[src/rtl/hpdcache_params_pkg.sv]
// HPDcache configuration defaults shared by cache sub-blocks.
// Only the write-buffer directory parameters are carried here.
package hpdcache_params_pkg;
    localparam int PARAM_WBUF_DIR_ENTRIES   = 16;
    localparam int PARAM_WBUF_TIMECNT_WIDTH = 4;
endpackage

[src/rtl/hpdcache_wbuf_flush_pkg.sv]
// Shared types and helpers for the WBUF flush controller.
package hpdcache_wbuf_flush_pkg;
    typedef enum logic [1:0] {
        WBUF_FREE = 2'd0,
        WBUF_OPEN = 2'd1,
        WBUF_PEND = 2'd2,
        WBUF_SENT = 2'd3
    } wbuf_state_e;

    // Index width, never narrower than one bit even for a single entry.
    function automatic int idx_w(input int n);
        return (n > 1) ? $clog2(n) : 1;
    endfunction
endpackage

[src/rtl/hpdcache_wbuf_flush_if.sv]
// Memory write-request / acknowledge channel of the WBUF flush controller.
interface hpdcache_wbuf_flush_if #(
    parameter int IDX_W = 4
);
    logic             mem_req_valid;
    logic             mem_req_ready;
    logic [IDX_W-1:0] mem_req_idx;
    logic             mem_ack_valid;
    logic [IDX_W-1:0] mem_ack_idx;

    modport master (
        output mem_req_valid,
        output mem_req_idx,
        input  mem_req_ready,
        input  mem_ack_valid,
        input  mem_ack_idx
    );

    modport slave (
        input  mem_req_valid,
        input  mem_req_idx,
        output mem_req_ready,
        output mem_ack_valid,
        output mem_ack_idx
    );
endinterface

[src/rtl/hpdcache_wbuf_flush_arb.sv]
// PEND-entry arbiter: fixed lowest-index priority, or round-robin when
// HPDCACHE_WBUF_FLUSH_RR_EN is defined. The selection is frozen while stalled.
module hpdcache_wbuf_flush_arb #(
    parameter int N     = 16,
    parameter int IDX_W = 4
) (
    input  logic             clk_i,
    input  logic             rst_i,
    input  logic [N-1:0]     pend_i,
    input  logic             ready_i,
    output logic             valid_o,
    output logic [IDX_W-1:0] idx_o
);
    logic             hold_q;
    logic [IDX_W-1:0] hold_idx_q;
    logic [IDX_W-1:0] sel_idx;

    assign valid_o = |pend_i;

`ifdef HPDCACHE_WBUF_FLUSH_RR_EN
    logic [IDX_W-1:0] ptr_q;

    always_comb begin
        logic found;
        int   j;
        sel_idx = '0;
        found   = 1'b0;
        for (int k = 0; k < N; k++) begin
            j = (int'(ptr_q) + k) % N;
            if (!found && pend_i[j]) begin
                sel_idx = IDX_W'(j);
                found   = 1'b1;
            end
        end
    end

    always_ff @(posedge clk_i or posedge rst_i) begin
        if (rst_i) begin
            ptr_q <= '0;
        end else if (valid_o && ready_i) begin
            ptr_q <= (int'(idx_o) == N - 1) ? '0 : idx_o + IDX_W'(1);
        end
    end
`else
    always_comb begin
        sel_idx = '0;
        for (int k = N - 1; k >= 0; k--) begin
            if (pend_i[k]) sel_idx = IDX_W'(k);
        end
    end
`endif

    // A stalled request keeps its index even if a better candidate appears.
    assign idx_o = hold_q ? hold_idx_q : sel_idx;

    always_ff @(posedge clk_i or posedge rst_i) begin
        if (rst_i) hold_q <= 1'b0;
        else       hold_q <= valid_o & ~ready_i;
    end

    always_ff @(posedge clk_i) begin
        hold_idx_q <= idx_o;
    end
endmodule

[src/rtl/hpdcache_wbuf_flush_ctrl.sv]
// WBUF directory flush controller: FREE -> OPEN -> PEND -> SENT -> FREE per entry.
// Define HPDCACHE_WBUF_FLUSH_RR_EN for round-robin flush arbitration.
module hpdcache_wbuf_flush_ctrl
    import hpdcache_wbuf_flush_pkg::*;
#(
    parameter int DIR_ENTRIES   = hpdcache_params_pkg::PARAM_WBUF_DIR_ENTRIES,
    parameter int TIMECNT_WIDTH = hpdcache_params_pkg::PARAM_WBUF_TIMECNT_WIDTH,
    localparam int IDX_W = idx_w(DIR_ENTRIES),
    localparam int TW    = (TIMECNT_WIDTH > 0) ? TIMECNT_WIDTH : 1
) (
    input  logic                 clk_i,
    input  logic                 rst_i,
    input  logic                 alloc_req_i,
    output logic                 alloc_gnt_o,
    output logic [IDX_W-1:0]     alloc_idx_o,
    input  logic                 wr_hit_i,
    input  logic [IDX_W-1:0]     wr_idx_i,
    input  logic                 flush_all_i,
    input  logic [TW-1:0]        cfg_threshold_i,
    hpdcache_wbuf_flush_if.master mem,
    output logic                 empty_o,
    output logic                 full_o
);
    wbuf_state_e            state_q [DIR_ENTRIES];
    wbuf_state_e            state_d [DIR_ENTRIES];
    logic [TW-1:0]          timer_q [DIR_ENTRIES];
    logic [TW-1:0]          timer_d [DIR_ENTRIES];
    logic [DIR_ENTRIES-1:0] free_vec;
    logic [DIR_ENTRIES-1:0] pend_vec;
    logic                   req_hs;

    always_comb begin
        for (int i = 0; i < DIR_ENTRIES; i++) begin
            free_vec[i] = (state_q[i] == WBUF_FREE);
            pend_vec[i] = (state_q[i] == WBUF_PEND);
        end
    end

    always_comb begin
        alloc_idx_o = '0;
        for (int i = DIR_ENTRIES - 1; i >= 0; i--) begin
            if (free_vec[i]) alloc_idx_o = IDX_W'(i);
        end
    end

    assign full_o      = ~|free_vec;
    assign empty_o     = &free_vec;
    assign alloc_gnt_o = alloc_req_i & ~full_o;
    assign req_hs      = mem.mem_req_valid & mem.mem_req_ready;

    hpdcache_wbuf_flush_arb #(
        .N     (DIR_ENTRIES),
        .IDX_W (IDX_W)
    ) u_arb (
        .clk_i   (clk_i),
        .rst_i   (rst_i),
        .pend_i  (pend_vec),
        .ready_i (mem.mem_req_ready),
        .valid_o (mem.mem_req_valid),
        .idx_o   (mem.mem_req_idx)
    );

    // Per-entry next state; each event class can only match one entry state.
    always_comb begin
        for (int i = 0; i < DIR_ENTRIES; i++) begin
            state_d[i] = state_q[i];
            timer_d[i] = timer_q[i];
            unique case (state_q[i])
                WBUF_FREE: begin
                    if (alloc_gnt_o && alloc_idx_o == IDX_W'(i)) begin
                        state_d[i] = WBUF_OPEN;
                        timer_d[i] = '0;
                    end
                end
                WBUF_OPEN: begin
                    if (flush_all_i) begin
                        state_d[i] = WBUF_PEND;
                    end else if (wr_hit_i && wr_idx_i == IDX_W'(i)) begin
                        timer_d[i] = '0;
                    end else if ((TIMECNT_WIDTH == 0) || (timer_q[i] >= cfg_threshold_i)) begin
                        state_d[i] = WBUF_PEND;
                    end else if (timer_q[i] != '1) begin
                        timer_d[i] = timer_q[i] + TW'(1);
                    end
                end
                WBUF_PEND: begin
                    if (req_hs && mem.mem_req_idx == IDX_W'(i)) state_d[i] = WBUF_SENT;
                end
                WBUF_SENT: begin
                    if (mem.mem_ack_valid && mem.mem_ack_idx == IDX_W'(i)) state_d[i] = WBUF_FREE;
                end
                default: state_d[i] = WBUF_FREE;
            endcase
        end
    end

    always_ff @(posedge clk_i or posedge rst_i) begin
        if (rst_i) begin
            for (int i = 0; i < DIR_ENTRIES; i++) begin
                state_q[i] <= WBUF_FREE;
                timer_q[i] <= '0;
            end
        end else begin
            for (int i = 0; i < DIR_ENTRIES; i++) begin
                state_q[i] <= state_d[i];
                timer_q[i] <= timer_d[i];
            end
        end
    end

`ifndef SYNTHESIS
    always_ff @(posedge clk_i) begin
        if (!rst_i && wr_hit_i && int'(wr_idx_i) < DIR_ENTRIES) begin
            assert (state_q[wr_idx_i] == WBUF_OPEN)
            else $warning("wbuf: write hit on non-OPEN entry %0d ignored", wr_idx_i);
        end
        if (!rst_i && mem.mem_ack_valid && int'(mem.mem_ack_idx) < DIR_ENTRIES) begin
            assert (state_q[mem.mem_ack_idx] == WBUF_SENT)
            else $warning("wbuf: ack to non-SENT entry %0d ignored", mem.mem_ack_idx);
        end
    end
`endif
endmodule
[src/flat_wrapper.sv]
// flat-port wrapper written by rule: the top's interface ports become plain ports
module hpdcache_wbuf_flush_ctrl_flat import hpdcache_wbuf_flush_pkg::*;
#(
    parameter int DIR_ENTRIES   = hpdcache_params_pkg::PARAM_WBUF_DIR_ENTRIES,
    parameter int TIMECNT_WIDTH = hpdcache_params_pkg::PARAM_WBUF_TIMECNT_WIDTH,
    localparam int IDX_W = idx_w(DIR_ENTRIES),
    localparam int TW    = (TIMECNT_WIDTH > 0) ? TIMECNT_WIDTH : 1
)
  (clk_i, rst_i, alloc_req_i, alloc_gnt_o, alloc_idx_o, wr_hit_i, wr_idx_i, flush_all_i, cfg_threshold_i, empty_o, full_o, mem_mem_req_valid, mem_mem_req_idx, mem_mem_req_ready, mem_mem_ack_valid, mem_mem_ack_idx);
  hpdcache_wbuf_flush_if mem_i ();
  input  logic clk_i;
  input  logic rst_i;
  input  logic alloc_req_i;
  output logic alloc_gnt_o;
  output logic [IDX_W-1:0] alloc_idx_o;
  input  logic wr_hit_i;
  input  logic [IDX_W-1:0] wr_idx_i;
  input  logic flush_all_i;
  input  logic [TW-1:0] cfg_threshold_i;
  output logic empty_o;
  output logic full_o;
  output wire logic [$bits(mem_i.mem_req_valid)-1:0] mem_mem_req_valid;
  output wire logic [$bits(mem_i.mem_req_idx)-1:0] mem_mem_req_idx;
  input wire logic [$bits(mem_i.mem_req_ready)-1:0] mem_mem_req_ready;
  input wire logic [$bits(mem_i.mem_ack_valid)-1:0] mem_mem_ack_valid;
  input wire logic [$bits(mem_i.mem_ack_idx)-1:0] mem_mem_ack_idx;
  assign mem_mem_req_valid = mem_i.mem_req_valid;
  assign mem_mem_req_idx = mem_i.mem_req_idx;
  assign mem_i.mem_req_ready = mem_mem_req_ready;
  assign mem_i.mem_ack_valid = mem_mem_ack_valid;
  assign mem_i.mem_ack_idx = mem_mem_ack_idx;
  hpdcache_wbuf_flush_ctrl #(.DIR_ENTRIES(DIR_ENTRIES), .TIMECNT_WIDTH(TIMECNT_WIDTH)) u_core (.clk_i(clk_i), .rst_i(rst_i), .alloc_req_i(alloc_req_i), .alloc_gnt_o(alloc_gnt_o), .alloc_idx_o(alloc_idx_o), .wr_hit_i(wr_hit_i), .wr_idx_i(wr_idx_i), .flush_all_i(flush_all_i), .cfg_threshold_i(cfg_threshold_i), .mem(mem_i), .empty_o(empty_o), .full_o(full_o));
endmodule
[config.mk]
export PLATFORM = sky130hd
export DESIGN_NAME = hpdcache_wbuf_flush_ctrl_flat
export DESIGN_NICKNAME = d
export VERILOG_FILES = /design/src/rtl/hpdcache_params_pkg.sv /design/src/rtl/hpdcache_wbuf_flush_pkg.sv /design/src/rtl/hpdcache_wbuf_flush_if.sv /design/src/rtl/hpdcache_wbuf_flush_arb.sv /design/src/rtl/hpdcache_wbuf_flush_ctrl.sv /design/src/flat_wrapper.sv
export SDC_FILE = /design/constraint.sdc
export NUM_CORES = 1
export LEC_CHECK = 0
export ABC_AREA = 1
export CORE_ASPECT_RATIO = 0.5
export CORE_MARGIN = 4
export CORE_UTILIZATION = 55
export DETAILED_ROUTE_END_ITERATION = 7
export PLACE_DENSITY = 0.73
export REMOVE_ABC_BUFFERS = 1
export SYNTH_ARGS = -nofsm -noshare
export SYNTH_HDL_FRONTEND = slang
export SYNTH_SLANG_ARGS = --single-unit
[constraint.sdc]
create_clock -name clk_i -period 4 [get_ports clk_i]
set_input_delay 0.4 -clock clk_i [delete_from_list [all_inputs] [get_ports clk_i]]
set_output_delay 0.4 -clock clk_i [all_outputs]
set_load 0.05 [all_outputs]
==> flow_summary.ini, run 1 <==
[outcome]
run_status = finished clean

[yosys]
synth_compound_area_share_pct = 11.8
ys_seq_area_share_pct = 27.9
synth_cell_types = 39
synthFlopType = dfrtp_1
ys_seq_elements = 101
synth_xor_area_share_pct = 0.390
synth.area.mux_share_pct = 0
async_reset_ff_share_pct = 96.0
synth_edf_count = 0
yosys_warnings = 0
synth_cells = 1257
synth-simple-area-share_pct = 31.8
synth_area_per_cell_um2 = 7.15
synth_top_family_by_area = simple AND/OR/NAND/NOR gates
syn_area_mm2 = 0.00899
synthAdderAreaFrac_pct = 20.3

[clocking]
clk_pin_slew_ps = 70
cts_made_buffers = 9
root_buffer = clkbuf_16
ctsHoldBuffers = 0
cts.sinks = 101
post_cts_buffers = 0
h-tree-depth = 3
insertion_delay_ps = 360
cts_tree = built
cts_buffer_depth = 2
cts_resized = 0

[timing]
tns_ps = 0
finalCritPeriodShare_pct = 87.9
drv_slew = 0
rsz0062_at_grt = no
fin_worst_skew_ps = 11.2
finalCriticalPeriod_ps = 3520
slew_headroom_pct = 30.6
max_freq_mhz = 284
tightest_slew_ps = 1040
report.final.hold_viol_count = 0
setup_viol = 0

[floorplan]
start_util_pct = 57.3
ioPinCount = 31
std_cell_rows = 32
die_area_mm2 = 0.0186
die_w_um = 189
die_y_um = 98.4
core-area_mm2 = 0.0157

[global_route]
grt_pass1_wl_um = 40300
antenna_found_initial = 0
grt_max_degree = 64
overflow = 0
grt_util_all_layers_pct = 26.7
grt_pass1_vias = 8239

[critical_path]
cp-end-kind = output port
crit_family = buffers and inverters
crit_arrival_ps = 3120
crit_fanout = 7
critPathKind = reg2out
crit_slowest_cell = clkdlybuf4s50_1
cp.buffers_inverters = 4
slowest_delay_ps = 880
r2r_start = u_core.state_q[22]
start_kind = flop
crit_chain = inv_1, ha_1, inv_1, nand4_1, nor2_1, inv_1, nor3_1, clkdlybuf4s50_1
critPathLaunch = u_core.state_q[26]
crit_path_frequent_cell = inv_1
worstPathRequired_ps = 3600

[drt]
ant_nets = 0
drt_iter0_drc = 687
routed.top_layer = met4
drtPass1Iterations = 6
wl_met3_um = 1800
m1WireLength_um = 11700
drc_errors = 0
routedWlPerCell_um = 15.9
avgViaCountPerCell = 5.61
met2_wirelength_um = 10500
drt_wl_total_um = 24400
vias = 8588

[hold_path]
worstHoldPathType = reg2reg
min-delay-start = u_core.timer_q[27]

[finish]
area_growth_pct = 11.0
nNetsFinal = 1469
drive_gt1_share_pct = 4.97
diodes = 0

[place]
place_congestion = 1.01
hpwlAfterDp_um = 19300
numPortBuffers = 30

[power]
pwr-share-comb_pct = 61.5
pwr-share-clk_pct = 14.9
power_density_mw_per_mm2 = 720
pwr-share-seq_pct = 23.6
sw_frac_of_total_pct = 51.6
leakage_nw = 5.08
peakVddDrop_mv = 0.401
p_int_mw = 3.48
switching_power_mw = 3.71
power_mw = 7.19

[flow_run]
drv_cap = 0
[synthesized netlist by cell type (2+ instances only)]
cell | instances | area share [%]
a21oi_1 | 49 | 2.7
nand3_1 | 97 | 5.4
nor3_2 | 2 | 0.22
ha_1 | 146 | 20
nand3_2 | 5 | 0.56
clkbuf_1 | 2 | 0.084
or2_2 | 7 | 0.49
nor3_1 | 18 | 1.0
o211ai_2 | 2 | 0.28
nor2_2 | 2 | 0.14
o21ai_1 | 16 | 0.89
o21ai_0 | 81 | 4.5
o211ai_1 | 14 | 1.2
nand2_1 | 310 | 13
inv_1 | 181 | 7.6
and3_1 | 4 | 0.28
a31oi_1 | 3 | 0.21
a21boi_0 | 3 | 0.25
nor2_1 | 109 | 4.6
a2bb2oi_1 | 4 | 0.39
o21bai_1 | 7 | 0.58
dfrtp_1 | 97 | 27
nand4_1 | 48 | 3.3
nor3b_1 | 13 | 1.1
a21oi_2 | 5 | 0.49
xor2_1 | 4 | 0.39
dfxtp_1 | 4 | 0.89
nand3b_1 | 2 | 0.17
nand2_2 | 12 | 0.83
[final timing paths]
kind	endpoint	slack, ps	cells after the start
max reg2reg	u_core.timer_q[62]	1300	12
max	full_o	480	8
min	u_core.timer_q[27]	530	2
min reg2reg	u_core.timer_q[27]	530	2
min in group asynchronous	u_core.timer_q[35]	590	2
max in group asynchronous	u_core.timer_q[17]	2610	3
[state kept, by name, indices dropped and copies added, names as in the netlist]
| name | flops |
|---|---|
| u_core.timer_q | 64 |
| u_core.u_arb.hold_q | 1 |
| u_core.state_q | 32 |
| u_core.u_arb.hold_idx_q | 4 |
[worst register-to-register path, cell delays in order, from the launching register on]
cell and delay, ps:
dfrtp_1 400, inv_1 80, ha_1 350, nor2_1 210
nand3_1 150, inv_1 120, a21oi_2 90, nor3_2 260
a21oi_1 150, nor2_1 300, nand3_1 160, o21ai_0 240
a21oi_1 70
[metal layers]
metal  global-route usage, %  up-vias
met5                       0        -
li1                        -     4264
met2                    42.6      219
met4                    6.04        0
met3                    8.46       37
met1                    36.0     4068
[power groups by stage]
stage / Combinational [mW] / Sequential, mW / Clock (mW)
2_1_floorplan: 3.30 / 1.63 / 0
3_3_place_gp: 4.18 / 1.69 / 0
3_5_place_dp: 4.32 / 1.71 / 0
4_1_cts: 4.36 / 1.69 / 1.08
5_1_grt: 5.04 / 1.75 / 1.13
6_report: 4.42 / 1.70 / 1.07
[kinds of logic after synthesis]
logic type	Yosys count
AO/OA/AOI/OAI	187
XOR/XNOR	4
adder cells (fa/ha/maj)	146
buffers and inverters	185
flip-flops	101
AND/OR/NAND/NOR	634
[layout make-up]
cell class                 instances  area, µm²
inverter                         183        694
clock inverter                     3       90.1
clock buffer                      13        270
sequential                       101       2510
multi-input combinational        971       5780
fill                            1424       5710
tap                              221        277
timing repair buffer              38        360
[metrics by stage]
stage          area, µm²  hold WS [ps]  setup slack [ps]  cells  utilization (%)
5_1_grt             9980           556               214   1530             63.6
6_report            9980           526               483   1530             63.6
3_5_place_dp        9620           514               902   1514             61.3
2_1_floorplan       8980           466               643   1255                -
3_3_place_gp        9620           504               969   1514             61.3
4_1_cts             9980           531               514   1530             63.6
[cells in the final DEF, fill, tap and decap left out, drive strengths merged]
master	Yosys	layout
a2bb2oi	4	4
a21boi	3	3
nand3b	2	2
xor2	4	4
a21oi	54	54
clkdlybuf4s50	0	30
dfrtp	97	97
a31oi	3	3
o21bai	7	7
inv	182	182
o211ai	16	16
clkbuf	2	13
or2	8	8
a21o	1	1
nor4	2	2
nand2	322	322
o21ai	97	97
and3	4	4
nor2	111	111
buf	0	8
dfxtp	4	4
nor3	20	20
ha	146	146
nand3	103	103
clkinv	1	1
o221ai	1	1
a22o	1	1
nor3b	14	14
bufinv	0	3
nand4	48	48
No activity file was read; power rests on OpenSTA's default activity.
==> run 2: changes to the inputs <==
- CORE_ASPECT_RATIO: 0.5 -> 0.7
==> run 2 against run 1 <==
Combinational power increased by 2%; maximum frequency shrank 1.7%; count of clock-buffer cells in the layout down 3; largest cell class unchanged; highest routed layer unchanged; setup slack worse by 62 ps; sequential share of layout area up 0.25 points; critical path depth did not move; final area is 0.98% lower; clock skew is 5.5 ps lower; sequential cell count unchanged; register-to-register slack lost 30 ps.
==> flow_summary.ini, run 2 (same netlist as run 1, synthesis figures left out) <==
[global_route]
grt_util_all_layers_pct = 26.9
grt_max_degree = 70
antenna_found_initial = 0
grt_pass1_wl_um = 39600
grt_pass1_vias = 7612
overflow = 0

[timing]
tns_ps = 0
max_freq_mhz = 279
report.final.hold_viol_count = 0
drv_slew = 0
rsz0062_at_grt = no
slew_headroom_pct = 37.8
setup_viol = 0
fin_worst_skew_ps = 5.72
finalCriticalPeriod_ps = 3580
tightest_slew_ps = 931
finalCritPeriodShare_pct = 89.5

[floorplan]
die_w_um = 161
die_y_um = 115
core-area_mm2 = 0.0157
start_util_pct = 57.1
ioPinCount = 31
std_cell_rows = 38
die_area_mm2 = 0.0185

[critical_path]
start_kind = flop
crit_slowest_cell = clkdlybuf4s50_1
crit_path_frequent_cell = inv_1
slowest_delay_ps = 880
crit_arrival_ps = 3180
crit_family = buffers and inverters
cp-end-kind = output port
crit_chain = inv_1, ha_1, inv_1, nand4_1, nor2_1, inv_1, nor3_1, clkdlybuf4s50_1
crit_fanout = 8
critPathKind = reg2out
worstPathRequired_ps = 3600
cp.buffers_inverters = 4

[drt]
drc_errors = 0
avgViaCountPerCell = 5.59
drt_iter0_drc = 918
vias = 8526
drt_wl_total_um = 24700
ant_nets = 0
drtPass1Iterations = 6
routedWlPerCell_um = 16.2

[clocking]
insertion_delay_ps = 360
h-tree-depth = 3
cts_resized = 0
cts_tree = built
root_buffer = clkbuf_16
cts_made_buffers = 9
clk_pin_slew_ps = 70
cts.sinks = 101
cts_buffer_depth = 2
ctsHoldBuffers = 0
post_cts_buffers = 0

[power]
power_density_mw_per_mm2 = 717
peakVddDrop_mv = 0.433
leakage_nw = 5.01
power_mw = 7.09

[place]
numPortBuffers = 30
place_congestion = 0.986
dp.cells = 1510
hpwlAfterDp_um = 19500

[finish]
layout_common_cells = nand2_1 (310), inv_1 (180), ha_1 (146)
regMostFlops = u_core.timer_q
fillers = 1424
nNetsFinal = 1466
diodes = 0
drive_gt1_share_pct = 4.82
final_common_cell = nand2_1
stdcell_count = 1526
final_util_pct = 62.8
area_growth_pct = 9.95
largest_reg_flops = 64
largestRegisters = u_core.timer_q: 64 flops, u_core.state_q: 32 flops, u_core.u_arb.hold_idx_q: 4 flops

[flow_run]
drv_cap = 0

[hold_path]
worstHoldPathType = reg2reg

[outcome]
run_status = finished clean
## run 2: per-stage QoR
stage,worst slack (ps),hold WS (ps),area [µm²]
2_1_floorplan,643,466,8980
3_3_place_gp,863,506,9600
3_5_place_dp,770,510,9600
4_1_cts,495,528,9890
5_1_grt,201,564,9890
6_report,422,534,9890
## run 2: routing by layer
metal	share of wire, %	track usage, %	vias to the layer above
li1	-	-	4279
met1	51	41.8	3915
met2	40	39.2	306
met3	8.0	4.98	26
met4	1.2	5.17	0
met5	0	0	-
## run 2: worst register-to-register path, delay by kind of cell, from the launching register on
kind / cells / cell delay [ps]
AOI/OAI and AO/OA: 1 / 230
adders and majority gates: 1 / 240
buffers and inverters: 2 / 400
DFF: 1 / 400
and+or+nand+nor: 12 / 1330
## run 2: power by group
group	leakage (nW)	switching, mW	internal [mW]	total [mW]
clock	0.127	0.433	0.443	0.876
combinational	3.58	3.05	1.45	4.51
sequential	1.31	0.343	1.36	1.71
## run 2: path summary, 6_finish.rpt
check / start / end / slack [ps] / depth (start not counted)
worst max-delay path: u_core.state_q[31] / full_o / 420 / 8
worst min-delay path: u_core.state_q[21] / u_core.state_q[21] / 530 / 2
worst max register to register: u_core.state_q[2] / u_core.state_q[15] / 1270 / 16
worst min register to register: u_core.state_q[21] / u_core.state_q[21] / 530 / 2
max in group asynchronous: rst_i / u_core.timer_q[15] / 2590 / 3
min in group asynchronous: rst_i / u_core.timer_q[62] / 600 / 2
## run 2: final cells by class
| class | count | area [µm²] | share of cell area (%) |
|---|---|---|---|
| repair buffers | 35 | 338 | 3.42 |
| flip-flops and latches | 101 | 2510 | 25.4 |
| clock buffers | 10 | 239 | 2.42 |
| clock inverters | 6 | 47.5 | 0.481 |
| well taps | 220 | 275 | 2.78 |
| inverters | 183 | 694 | 7.02 |
| multi-input cells | 971 | 5780 | 58.5 |
==> run 3: changes to the inputs <==
- CORE_UTILIZATION: 55 -> 56
- CTS_CLUSTER_DIAMETER: unset -> 60
- PLACE_DENSITY: 0.73 -> 0.74
==> run 3 against run 2 <==
Sequential share of layout area decreased by 0.058 points; critical endpoint unchanged; maximum frequency increased by 0.81%; setup slack improved by 29 ps; clock skew increased by 4.4 ps; critical path type unchanged; final area increased by 0.23%; via count decreased by 2.0%; total power increased by 1.4%; non-clock buffer count unchanged.
==> flow_summary.ini, run 3 (same netlist as run 1, synthesis figures left out) <==
[floorplan]
core-area_mm2 = 0.0156
ioPinCount = 31
die_y_um = 114
std_cell_rows = 38
start_util_pct = 57.7
die_area_mm2 = 0.0182
die_w_um = 159

[power]
pwr-share-seq_pct = 23.7
power_density_mw_per_mm2 = 725
sw_frac_of_total_pct = 52.7
pwr-share-clk_pct = 14.1
p_int_mw = 3.40
pwr-share-comb_pct = 62.2
switching_power_mw = 3.79
peakVddDrop_mv = 0.399
power_mw = 7.19
leakage_nw = 5.05

[drt]
drc_errors = 0
drt_wl_total_um = 24300
drtPass1Iterations = 5
drt_iter0_drc = 844
vias = 8353
routedWlPerCell_um = 16.1
avgViaCountPerCell = 5.55
ant_nets = 0

[clocking]
cts_made_buffers = 9
cts_tree = built
cts_resized = 0
clk_pin_slew_ps = 80
h-tree-depth = 3
post_cts_buffers = 0
insertion_delay_ps = 360
cts.sinks = 101
ctsHoldBuffers = 0
root_buffer = clkbuf_16
cts_buffer_depth = 2

[timing]
fin_worst_skew_ps = 10.1
setup_viol = 0
setup_ws_ps = 451
tns_ps = 0
finalCriticalPeriod_ps = 3550
max_freq_mhz = 282
rsz0062_at_grt = no
hold_slack_ps = 528
slew_headroom_pct = 28.9
report.final.hold_viol_count = 0
drv_slew = 0
tightest_slew_ps = 1070
finalCritPeriodShare_pct = 88.7

[critical_path]
r2r_start = u_core.state_q[6]
critPathLaunch = u_core.state_q[30]
start_kind = flop
slowest_delay_ps = 890
r2r-end = u_core.state_q[1]
cp.buffers_inverters = 4
worstPathRequired_ps = 3600
cp-end-kind = output port
r2r.worst_path.cells = 18
crit_arrival_ps = 3150
r2r_slack_ps = 1370
crit_fanout = 8
crit_chain = inv_1, ha_1, inv_1, nand4_1, nor2_1, inv_1, nor3_1, clkdlybuf4s50_1
critPathKind = reg2out
crit_family = buffers and inverters
crit_slowest_cell = clkdlybuf4s50_1
crit_path_frequent_cell = inv_1

[finish]
drive_gt1_share_pct = 4.82
nNetsFinal = 1466
diodes = 0
largest_reg_flops = 64
area_growth_pct = 10.2
final_util_pct = 63.5
fillers = 1434
design_area_mm2 = 0.00991
stdcell_count = 1506
regMostFlops = u_core.timer_q
largestRegisters = u_core.timer_q: 64 flops, u_core.state_q: 32 flops, u_core.u_arb.hold_idx_q: 4 flops
final_common_cell = nand2_1
layout_common_cells = nand2_1 (310), inv_1 (180), ha_1 (146)

[outcome]
run_status = finished clean

[place]
placed_cell_area_mm2 = 0.00957
hpwlAfterDp_um = 19300
place_congestion = 0.960
dp_slack_ps = 855
numPortBuffers = 30
dp.cells = 1490

[hold_path]
min-delay-start = u_core.timer_q[27]
hold-path-cell-count = 2
min_to = u_core.timer_q[27]
worstHoldPathType = reg2reg

[global_route]
grt_util_all_layers_pct = 27.5
overflow = 0
grt_pass1_wl_um = 40000
grt_pass1_vias = 7823
grt_max_degree = 81
antenna_found_initial = 0

[flow_run]
drv_cap = 0
## run 3: how the worst max path moves through the flow
| stage | depth (start not counted) | end |
|---|---|---|
| 6_report | 8 | full_o |
| 5_1_grt | 20 | mem_mem_req_idx[0] |
| 4_1_cts | 8 | full_o |
| 3_5_place_dp | 8 | full_o |
| 3_3_place_gp | 8 | full_o |
| 2_1_floorplan | 8 | alloc_gnt_o |
## run 3: layout make-up
type,count,area (µm²),share of cell area (%)
Multi-Input combinational cell,971,5780,58.4
Sequential cell,101,2510,25.3
Inverter,183,694,7.01
Timing Repair Buffer,35,338,3.41
Clock buffer,11,253,2.55
Tap cell,200,250,2.53
Clock inverter,5,81.3,0.821
## run 3: worst register-to-register path: stages, from the launching register on
cell and delay (ps):
dfrtp_1 400, inv_1 90, ha_1 280, nor2_1 160, o21ai_0 140, nand3_1 100
nand3_1 90, nand3_1 90, nand2_1 70, nand3_2 80, nand3_4 130, clkinv_4 120
nand4_1 90, nand2_1 140, nand2_1 80, a21oi_2 220, nand2_1 120, nand2_1 70
nand2_1 50
## run 3: per-layer routing
layer	global-route usage (%)	wire [µm]	up-vias	share of wire [%]
met5	0	0	-	0
met3	4.77	1730	34	7.1
met1	41.0	12100	3807	50
met2	41.7	10000	247	41
met4	6.88	454	0	1.9
li1	-	-	4265	-
## run 3: power by group through the flow
| stage | Sequential [mW] | Clock [mW] | Combinational (mW) |
|---|---|---|---|
| after global placement | 1.70 | 0 | 4.32 |
| after CTS | 1.69 | 1.03 | 4.42 |
| final | 1.70 | 1.01 | 4.47 |
| after detailed placement | 1.71 | 0 | 4.40 |
| after floorplan | 1.63 | 0 | 3.30 |
| after global routing | 1.75 | 1.07 | 5.09 |
==> edit 1, RTL diff (flow settings as in run 1) <==
Register the input `cfg_threshold_i` before use, without a reset. The logic sees it one clock later. The other inputs are not delayed to match.
--- a/src/rtl/hpdcache_wbuf_flush_ctrl.sv
+++ b/src/rtl/hpdcache_wbuf_flush_ctrl.sv
@@ -22,4 +22,11 @@
     output logic                 full_o
 );
+
+    logic [TW-1:0] cfg_threshold_q;
+
+    always_ff @(posedge clk_i) begin
+        cfg_threshold_q <= cfg_threshold_i;
+    end
+
     wbuf_state_e            state_q [DIR_ENTRIES];
     wbuf_state_e            state_d [DIR_ENTRIES];
@@ -78,5 +85,5 @@
                     end else if (wr_hit_i && wr_idx_i == IDX_W'(i)) begin
                         timer_d[i] = '0;
-                    end else if ((TIMECNT_WIDTH == 0) || (timer_q[i] >= cfg_threshold_i)) begin
+                    end else if ((TIMECNT_WIDTH == 0) || (timer_q[i] >= cfg_threshold_q)) begin
                         state_d[i] = WBUF_PEND;
                     end else if (timer_q[i] != '1) begin
Function: changed (Yosys sat finds a counterexample within 4 cycles, from zero or initial values and one cycle with rst_i high).
==> edit 1 against run 1 <==
  * Area after synthesis up 1.2%
  * Sequential cell count increased by 4
  * Register-to-register slack got worse by 0.02 ns
  * Final cell count down 0.59%
  * Wire length increased by 4.5%
  * Design area rose by 0.82%
  * Worst setup slack better by 0.062 ns
  * Clock skew fell by 0.00082 ns
  * Hold slack lost 0.047 ns
  * Total power is 5.6% higher
  * Critical path type unchanged
  * Critical endpoint is now alloc_idx_o[0]
==> edit 1: results (changes against run 1) <==
status -> finished clean
Top FF cell, synth -> dfrtp_1
Post-DP HPWL -> 20.1 mm (+4.4%)
Fillers -> 1416 (-0.56%)
biggest regs -> u_core.timer_q (64), u_core.state_q (32)
mux share of post-synthesis cell area -> 0 (unchanged)
initial antenna violation count -> 0 (unchanged)
maximum clock path buffer count -> 2 (unchanged)
pre-CTS WS -> 0.976 ns (+0.0732 ns)
fin. max-slew vios -> 0 (unchanged)
Yosys top cell area share -> 0.267 (-0.00308)
worst-path fanout max -> 6 (-1)
CTS buffer count -> 9 (unchanged)
largest net degree at the start of global routing -> 54 (-16%)
Seq/Total Area, Yosys -> 0.284 (+0.00562)
final core occ -> 0.636 (about the same)
main combinational cell family by area after synthesis -> simple AND/OR/NAND/NOR gates
Hold Path Cell Cnt -> 1 (-1)
Mapped Avg Cell Area -> 7.28 um^2 (+1.8%)
Hold Path Class -> primary input to flop
vias in the first global route -> 8140 (-1.2%)
Total Routed Length -> 25.4 mm (+4.5%)
vias per std cell -> 5.64 (+0.44%)
Synth area leaders -> dfrtp_1 27%, ha_1 20%, nand2_1 12%
Port Buffers -> 30 (unchanged)
post-synthesis adder-cell area fraction -> 0.201 (-0.00232)
Synth cell types -> 45 (+15%)
data arrival time of the worst path -> 3.05 ns (-0.07 ns)
Post-DP Area -> 0.00972 mm^2 (+1.0%)
Async SR Flop Fraction -> 0.924 (-0.0366)
xor/xnor share of the synthesized area -> 0.00385 (-0.0000445)
setup TNS -> 0 ns (unchanged)
# diodes -> 0 (unchanged)
critical path's slowest cell -> clkdlybuf4s50_1
first-pass GRT wire length -> 41.5 mm (+3.1%)
R2R depth -> 8 (-4)
share of cells above drive strength 1 -> 0.0646 (+0.0150)
Top delay family on crit path -> buffers and inverters
gpl congestion -> 0.981 (-2.9%)
routed via count -> 8575 (-0.15%)
clock root buffer -> clkbuf_16
Slew @ Worst Pin -> 0.870 ns (-0.167 ns)
Layout Skew -> 0.0104 ns (-0.000822 ns)
Switching Share -> 0.522 (+0.00525)
Placed Instances -> 1505 (-0.59%)
Compound-Gate Fraction of Synth Area -> 0.128 (+0.00924)
total track usage -> 0.279 (+0.0118)
Ys Warns -> 0 (unchanged)
htree depth -> 3 (unchanged)
CTS-repair resized insts -> 0 (unchanged)
# Post-CTS Setup Buffers -> 0 (unchanged)
peak supply drop -> 0.314 mV (-22%)
Pre-antenna DRT Iters -> 5 (-1)
Static Leak -> 5.09 nW (+0.17%)
slowest cell delay on critical path -> 0.79 ns (-0.09 ns)
Post-synth top cells -> 286 x nand2_1, 186 x inv_1, 146 x ha_1
initial drt markers -> 666 (-3.1%)
edit 1: power by group through the flow:
| stage | clock (mW) | combinational (mW) | sequential, mW |
|---|---|---|---|
| 2_1_floorplan | 0 | 3.53 | 1.73 |
| 3_3_place_gp | 0 | 4.50 | 1.80 |
| 3_5_place_dp | 0 | 4.63 | 1.82 |
| 4_1_cts | 1.08 | 4.66 | 1.81 |
| 5_1_grt | 1.13 | 5.35 | 1.87 |
| 6_report | 1.05 | 4.72 | 1.82 |
edit 1: area by class of cell:
| class | count | share of cell area |
|---|---|---|
| multi-input cells | 952 | 0.575 |
| clock buffers | 11 | 0.0241 |
| repair buffers | 37 | 0.0351 |
| flip-flops and latches | 105 | 0.257 |
| inverters | 190 | 0.0714 |
| well taps | 221 | 0.0275 |
| clock inverters | 5 | 0.0102 |
edit 1: logic make-up after synthesis:
| kind of cell | Yosys count |
|---|---|
| xor gates and xnor gates | 4 |
| and+or+nand+nor | 600 |
| AOI/OAI and AO/OA | 202 |
| DFF | 105 |
| buffers and inverters | 192 |
| adders and majority gates | 146 |
edit 1: worst paths after layout:
path | from | endpoint | slack, ns
max reg2reg | u_core.cfg_threshold_q[3] | u_core.timer_q[55] | 1.28
min reg2reg | u_core.u_arb.hold_idx_q[3] | u_core.u_arb.hold_idx_q[3] | 0.50
min | cfg_threshold_i[2] | u_core.cfg_threshold_q[2] | 0.48
max | u_core.state_q[5] | alloc_idx_o[0] | 0.55
max in group asynchronous | rst_i | u_core.state_q[23] | 2.63
min in group asynchronous | rst_i | u_core.timer_q[53] | 0.52
edit 1: layer usage:
layer  share of wire  GRT usage
met1            0.47      0.383
met2            0.44      0.444
met3           0.078     0.0796
met4           0.013     0.0572
met5               0          0
==> edit 2, RTL diff (config.mk and constraints of run 1) <==
Made on the original files. Add a define of `HPDCACHE_WBUF_FLUSH_RR_EN`.
--- a/src/rtl/hpdcache_wbuf_flush_arb.sv
+++ b/src/rtl/hpdcache_wbuf_flush_arb.sv
@@ -1,4 +1,6 @@
 // PEND-entry arbiter: fixed lowest-index priority, or round-robin when
 // HPDCACHE_WBUF_FLUSH_RR_EN is defined. The selection is frozen while stalled.
+`define HPDCACHE_WBUF_FLUSH_RR_EN
+
 module hpdcache_wbuf_flush_arb #(
     parameter int N     = 16,
Function: no difference found for any inputs over 4 cycles, from zero or initial values and one cycle with rst_i high; that may be too few to reach the edited logic, so the function may still have changed.
==> edit 2 against run 1 <==
  * Critical path depth up 13
  * Sequential cell count rose by 4
  * Design area grew 29%
  * Register-to-register slack worse by 1.1 ns
  * Synthesized cell count rose by 29%
  * Clock skew fell by 0.0011 ns
  * Area after synthesis up 23%
  * Worst setup slack got worse by 0.39 ns
  * Wire length is 37% higher
Power is left out: the tool's default activity adds up to more than one toggle a clock period on the data nets, which glitch-free logic cannot reach.
==> edit 2: results (changes against run 1) <==
status -> finished clean
Seq/Total Area, Yosys -> 0.236 (-0.0425)
later-pin clock latency in the skew report -> 0.37 ns
Pre-antenna DRT Iters -> 7 (+1)
biggest regs -> u_core.timer_q (64), u_core.state_q (32)
Top delay family on crit path -> simple AND/OR/NAND/NOR gates
critical path's slowest cell -> dfrtp_2
pre-CTS WS -> 0.114 ns (-0.788 ns)
routed via count -> 11500 (+33%)
share of cells above drive strength 1 -> 0.129 (+0.0791)
Layout Skew -> 0.0101 ns (-0.00110 ns)
Routed WL per cell -> 16.9 um (+6.0%)
RR Endpoint -> u_core.state_q[9]
CTS buffer count -> 9 (unchanged)
total track usage -> 0.280 (+0.0128)
Final nets -> 1897 (+29%)
Post-synth top cells -> 356 x nand2_1, 214 x inv_1, 208 x nand3_1
Port Buffers -> 30 (unchanged)
Slew HR -> 0.423 (+0.117)
initial drt markers -> 1209 (+76%)
R2R depth -> 29 (+17)
RR Startpoint -> u_core.u_arb.ptr_q[0]
Async SR Flop Fraction -> 0.962 (+0.00151)
Synth area leaders -> dfrtp_1 23%, ha_1 19%, nand2_1 12%
Hold Path Sink -> u_core.state_q[12]
hold path start -> u_core.state_q[12]
gpl congestion -> 1.03 (+1.5%)
vias in the first global route -> 10200 (+24%)
Post-DP HPWL -> 25.7 mm (+34%)
Synth cell types -> 44 (+13%)
first-pass GRT wire length -> 51.1 mm (+27%)
slowest cell delay on critical path -> 0.45 ns (-0.43 ns)
Overflow after GRT -> 0 (unchanged)
Post-DP Area -> 0.0118 mm^2 (+23%)
==> edit 2: stage by stage <==
step           std cells  hold WS [ns]
3_5_place_dp        1922         0.523
3_3_place_gp        1922         0.512
6_report            1982         0.509
5_1_grt             1982         0.532
2_1_floorplan       1602         0.466
4_1_cts             1940         0.540
==> edit 2: worst min-delay path, stage by stage (launching register included) <==
cell and delay, ns:
dfrtp_1 0.37, nand2_1 0.06, nand2_1 0.05
==> edit 2: cells by family after synthesis <==
| family | share of synthesized area |
|---|---|
| and+or+nand+nor | 0.354 |
| AOI/OAI and AO/OA | 0.123 |
| buffers and inverters | 0.0853 |
| xor gates and xnor gates | 0.0116 |
| DFF | 0.236 |
| adders and majority gates | 0.189 |
==> edit 2: worst max path at each step <==
| stage | start | endpoint | slack, ns |
|---|---|---|---|
| 3_5_place_dp | u_core.u_arb.ptr_q[2] | u_core.state_q[9] | 0.11 |
| 4_1_cts | u_core.u_arb.ptr_q[0] | mem_mem_req_idx[1] | 0.009 |
| 6_report | u_core.u_arb.ptr_q[0] | mem_mem_req_idx[3] | 0.09 |
| 2_1_floorplan | u_core.u_arb.ptr_q[0] | u_core.state_q[17] | -0.77 |
| 5_1_grt | u_core.state_q[4] | mem_mem_req_idx[3] | -0.12 |
| 3_3_place_gp | u_core.u_arb.ptr_q[2] | mem_mem_req_idx[3] | 0.1 |
==> edit 2: per-layer routing <==
layer | track usage | routed length (um) | vias up
li1 | - | - | 5585
met1 | 0.392 | 15200 | 5333
met2 | 0.449 | 14800 | 459
met3 | 0.0441 | 2340 | 79
met4 | 0.0904 | 1090 | 0
met5 | 0 | 0 | -
==> edit 2: what timing repair did <==
action                                  CTS  global route
endpoints found under the hold margin     0             0
gates resized for setup                   3            84
cloned                                    0             3
pin swaps                                 2            18
endpoints found under the setup margin    3            38
buffers inserted                          2            39
==> edit 2: final cells by class <==
cell class / count / area (um^2)
clock inverters: 6 / 72.6
well taps: 266 / 333
fillers: 1728 / 6760
clock buffers: 10 / 239
multi-input cells: 1273 / 7840
inverters: 225 / 850
repair buffers: 97 / 893
flip-flops and latches: 105 / 2610
